--- src/rtl/switch_debounce_io.sv ---
// Per-bit switch conditioning: 2-flop sync, tick-sampled debounce, sticky press flags with read-clear.
// Latency raw->sw_out: 2 sync clocks plus (STABLE_SAMPLES-1)*TICK_DIV+1..STABLE_SAMPLES*TICK_DIV clocks; no backpressure.
module switch_debounce_io #(
  parameter int WIDTH          = 16,
  parameter int TICK_DIV       = 50000,
  parameter int STABLE_SAMPLES = 4
) (
  input  logic             clock,
  input  logic             reset_L,
  input  logic [WIDTH-1:0] sw_raw,
  input  logic             clear_edges,
  output logic [WIDTH-1:0] sw_out,
  output logic [WIDTH-1:0] press_flags,
  output logic             changed
);

  localparam int CNT_W  = (TICK_DIV > 1) ? $clog2(TICK_DIV) : 1;
  localparam int HIST_D = STABLE_SAMPLES - 1;
  localparam logic [CNT_W-1:0] TICK_LAST = CNT_W'(TICK_DIV - 1);

  if (TICK_DIV < 2 || TICK_DIV > 65535) begin : g_bad_tick_div
    $error("switch_debounce_io: TICK_DIV out of range 2..65535");
  end
  if (STABLE_SAMPLES < 2 || STABLE_SAMPLES > 8) begin : g_bad_samples
    $error("switch_debounce_io: STABLE_SAMPLES out of range 2..8");
  end

  logic [WIDTH-1:0] sync_meta;
  logic [WIDTH-1:0] sw_sync;

  always_ff @(posedge clock or negedge reset_L) begin
    if (!reset_L) begin
      sync_meta <= '0;
      sw_sync   <= '0;
    end else begin
      sync_meta <= sw_raw;
      sw_sync   <= sync_meta;
    end
  end

  logic [CNT_W-1:0] tick_cnt;
  logic             tick;

  assign tick = (tick_cnt == TICK_LAST);

  always_ff @(posedge clock or negedge reset_L) begin
    if (!reset_L) begin
      tick_cnt <= '0;
    end else if (tick) begin
      tick_cnt <= '0;
    end else begin
      tick_cnt <= tick_cnt + CNT_W'(1);
    end
  end

  // Only the previous STABLE_SAMPLES-1 samples are stored; the live sw_sync
  // is the newest entry of the history at the tick edge.
  logic [WIDTH-1:0] hist [HIST_D];

  always_ff @(posedge clock or negedge reset_L) begin
    if (!reset_L) begin
      for (int k = 0; k < HIST_D; k++) begin
        hist[k] <= '0;
      end
    end else if (tick) begin
      hist[0] <= sw_sync;
      for (int k = 1; k < HIST_D; k++) begin
        hist[k] <= hist[k-1];
      end
    end
  end

  logic [WIDTH-1:0] all_one;
  logic [WIDTH-1:0] all_zero;
  logic [WIDTH-1:0] flip;

  always_comb begin
    all_one  = sw_sync;
    all_zero = ~sw_sync;
    for (int k = 0; k < HIST_D; k++) begin
      all_one  = all_one & hist[k];
      all_zero = all_zero & ~hist[k];
    end
    flip = '0;
    if (tick) begin
      flip = (all_one & ~sw_out) | (all_zero & sw_out);
    end
  end

  // A rise on the clearing edge survives; every other flag is dropped.
  always_ff @(posedge clock or negedge reset_L) begin
    if (!reset_L) begin
      sw_out      <= '0;
      press_flags <= '0;
      changed     <= 1'b0;
    end else begin
      sw_out      <= sw_out ^ flip;
      press_flags <= (clear_edges ? '0 : press_flags) | (flip & ~sw_out);
      changed     <= |flip;
    end
  end

endmodule
--- config.mk ---
export PLATFORM = sky130hd
export DESIGN_NAME = switch_debounce_io
export DESIGN_NICKNAME = d
export VERILOG_FILES = /design/src/rtl/switch_debounce_io.sv
export SDC_FILE = /design/constraint.sdc
export NUM_CORES = 1
export LEC_CHECK = 0
export ABC_AREA = 1
export BUFFER_PORTS_ARGS = -buffer_cell sky130_fd_sc_hd__buf_2
export CAP_MARGIN = 20
export CORE_AREA = 2 2 139 141
export DETAILED_ROUTE_END_ITERATION = 7
export DIE_AREA = 0 0 141 143
export HOLD_SLACK_MARGIN = 0.1
export PLACE_DENSITY = 0.52
export SETUP_SLACK_MARGIN = 0.3
export SYNTH_ARGS = -nofsm -noshare
export SYNTH_HDL_FRONTEND = slang
export SYNTH_SLANG_ARGS = --single-unit
--- constraint.sdc ---
create_clock -name clock -period 3.75 [get_ports clock]
set_input_delay 0.375 -clock clock [delete_from_list [all_inputs] [get_ports clock]]
set_output_delay 0.375 -clock clock [all_outputs]
set_load 0.01 [all_outputs]
==> results by group <==
Worst setup path
  • Startpoint Class: flop
  • CP Max Fanout: 40
  • Crit. End Element: flop
  • Critical path required time: 4.03 ns
  • Setup Crit Path Kind: reg2reg
  • Data arrival time of the critical path: 2.42 ns

Detailed routing
  • DR pass1 iterations: 4
  • Post-DRT Antenna Nets: 0
  • Drt drc: 0
  • Routed WL: 10.61 mm
  • Initial drt markers: 228
  • WL per Instance: 11.44 um
  • Via count: 3873
  • Vias per inst: 4.173

Yosys
  • Synthesized cell area: 5483 um2
  • Simple-gate share of the synthesized area: 0.1876
  • Yosys reg bits: 129
  • Synth cell types: 21
  • Yosys warning count: 0
  • Adder-cell share of the synthesized area: 0.03880
  • Combinational family with the most area after synthesis: simple AND/OR/NAND/NOR gates
  • Mapped Cells: 607
  • Avg Cell Area, Syn: 9.033 um2
  • Syn Nets: 643
  • Area share of xor/xnor cells in the synthesized design: 0.009585
  • Register area share after synthesis: 0.5888
  • Post-synthesis mux area share: 0
  • Synth Area in Compound Gates: 0.09128

STA
  • Hold Vio Cnt, Final: 0
  • Setup tns final: 0 ns
  • Worst Max-Slew Pin Slew: 0.8124 ns
  • Pins over their slew limit: 0
  • Final Setup Violations: 0
  • Fin Clk Skew: 0.02020 ns
  • Min Tclk post-route: 2.135 ns
  • Worst Setup Slack, final: 1.615 ns
  • Slew Limit Headroom: 0.4584
  • Achievable clock frequency: 468.3 MHz
  • Tcrit/Tclk final: 0.5694
  • Unrepaired setup endpoints after global routing: false

Clock network
  • Root buffer selected by CTS: clkbuf_16
  • Total CTS buffers: 17
  • CTS tree: done
  • TritonCTS Sinks: 129
  • CTS max path bufs: 2
  • H-tree depth: 4
  • Post-CTS Resized: 0
  • Clock transition at the registers of the reported paths: 0.06 ns
  • Skew-Pair Late Insertion Delay: 0.43 ns

Power and ir drop
  • Int Power: 2418 uW
  • Power share of the clock group: 0.512
  • Sw power: 615.2 uW
  • Seq pwr share: 0.468
  • Leakage power: 0.003508 uW
  • Peak supply drop: 0.3111 mV
  • Switching part of the total: 0.2028
  • Pwr Density: 450.8 nW/um2
  • Combinational Power Share: 0.020

Layout
  • Fillers: 1842
  • Diodes inserted: 0
  • Multi-input logic area: 1794 um2
  • Layout Nets: 719
  • Area grow syn2layout: 22.73%
  • Register area: 3228 um2
  • Share of layout cells above drive strength 1: 0.1412

Die
  • Number of primary I/O pins: 52
  • Core area: 18580 um2
  • DIE AREA: 20160 um2
  • Die width: 141 um
  • # rows: 50
  • Die height: 143 um
  • Initial core utilization: 0.2951

Global routing
  • GR Overflow Total: 0
  • Number of global-route vias before repair: 3865
  • Largest net degree at the start of global routing: 87
  • Total GRT Usage: 0.1185
  • First-pass GRT wire length: 18.45 mm
  • Antenna violations before repair: 0

Placed design
  • Setup WS pre-CTS: 1.570 ns
  • Port Buf Inserts: 51
  • Post-DP HPWL: 6.911 mm
  • Placer congestion estimate: 0.7548

Hold path
  • Worst hold-check path type: reg2reg

Status
  • Status: finished, final reports clean

Run
  • Max-cap violations: 0
-- critical path, cell delays in order (launching register included) --
cell and delay [ns]:
dfrtp_1 0.39, ha_1 0.22, nand2_1 0.11, nor2_4 0.06, nand3_2 0.07, nor2_4 0.04
inv_2 0.40, buf_12 0.28, a21oi_1 0.07, ha_1 0.18, o21bai_1 0.15
-- layout by cell type (no fill, tap or decap), types with 3 or more instances in the layout --
cell type	count
nand2_1	154
dfrtp_1	129
inv_1	100
nor2_1	63
buf_2	50
o21ai_0	46
nand3_1	21
ha_1	17
clkbuf_16	17
dlygate4sd3_1	17
o21bai_1	16
a21oi_1	11
a21oi_2	10
nand4_1	7
xor2_1	6
nor3_1	5
clkbuf_8	5
clkinv_2	5
buf_4	3
-- power by group through the flow --
| stage | clock (uW) | sequential, uW | combinational (uW) |
|---|---|---|---|
| after floorplan | 0 | 1440 | 7.95 |
| after global placement | 0 | 1440 | 52.8 |
| after detailed placement | 0 | 1440 | 52.5 |
| after CTS | 1600 | 1420 | 66.5 |
| after global routing | 1670 | 1420 | 73.4 |
| final | 1550 | 1420 | 62.0 |
-- registers in the layout (all words and copies together), names as in the netlist --
register     flops
sw_out          16
press_flags     16
tick_cnt        16
sync_meta       16
sw_sync         16
hist            48
changed          1
-- worst paths after layout --
check                        startpoint        endpoint  slack (ns)  cells after the start
setup / recovery            tick_cnt[0]  press_flags[3]        1.61                     10
hold / removal             sync_meta[8]      sw_sync[8]        0.34                      0
setup reg to reg            tick_cnt[0]  press_flags[3]        1.61                     10
hold reg to reg            sync_meta[8]      sw_sync[8]        0.34                      0
max in group asynchronous       reset_L        hist[11]        2.36                      3
min in group asynchronous       reset_L  press_flags[7]        0.57                      2
-- Yosys cell counts --
library cell | instances | area, um2
a21oi_1 | 11 | 55.05
a21oi_2 | 10 | 87.58
buf_2 | 5 | 25.02
buf_6 | 2 | 22.52
clkbuf_1 | 8 | 30.03
dfrtp_1 | 129 | 3228
ha_1 | 17 | 212.7
inv_1 | 100 | 375.4
inv_2 | 2 | 7.510
nand2_1 | 154 | 578.1
nand3_1 | 21 | 105.1
nand3_2 | 1 | 10.01
nand3b_1 | 1 | 7.510
nand4_1 | 7 | 43.79
nor2_1 | 63 | 236.5
nor2_4 | 2 | 22.52
nor3_1 | 5 | 25.02
o21ai_0 | 46 | 230.2
o21bai_1 | 16 | 120.1
o31ai_1 | 1 | 7.510
xor2_1 | 6 | 52.55
-- per-stage QoR --
step | cells | hold WS, ns | power (uW) | instance area, um2 | utilization
floorplan | 607 | 0.07941 | 1448 | 5483 | -
global placement | 881 | 0.3317 | 1496 | 6002 | 0.3230
detailed placement | 881 | 0.3347 | 1496 | 6002 | 0.3230
CTS | 928 | 0.3454 | 3089 | 6729 | 0.3622
global route | 928 | 0.3504 | 3159 | 6729 | 0.3622
finish | 928 | 0.3424 | 3033 | 6729 | 0.3622
-- area by class of cell --
class | instances | share of cell area
clock buffer | 24 | 0.07456
timing repair buffer | 72 | 0.07047
inverter | 102 | 0.05690
multi-input combinational | 361 | 0.2666
tap | 234 | 0.04351
clock inverter | 6 | 0.008181
sequential | 129 | 0.4797
-- logic make-up (layout without fill, tap and decap cells) --
logic type                 after synthesis  after routing
xor gates and xnor gates                 6              6
DFF                                    129            129
adders and majority gates               17             17
buffers and inverters                  117            204
and+or+nand+nor                        254            254
AOI/OAI and AO/OA                       84             84
-- routing by layer --
layer | vias to the layer above | GRT usage | part of all wire
met3 | 15 | 0.04125 | 0.041
li1 | 2023 | - | -
met5 | - | 0 | 0
met2 | 57 | 0.1846 | 0.46
met1 | 1778 | 0.1498 | 0.48
met4 | 0 | 0.05211 | 0.016
-- repair_timing --
action | CTS | global route
endpoints found under the setup margin | 0 | 0
hold buffers | 17 | 0
buffers inserted | 0 | 0
endpoints found under the hold margin | 100 | 0
Note: power is estimated with default switching activity, not from simulation.
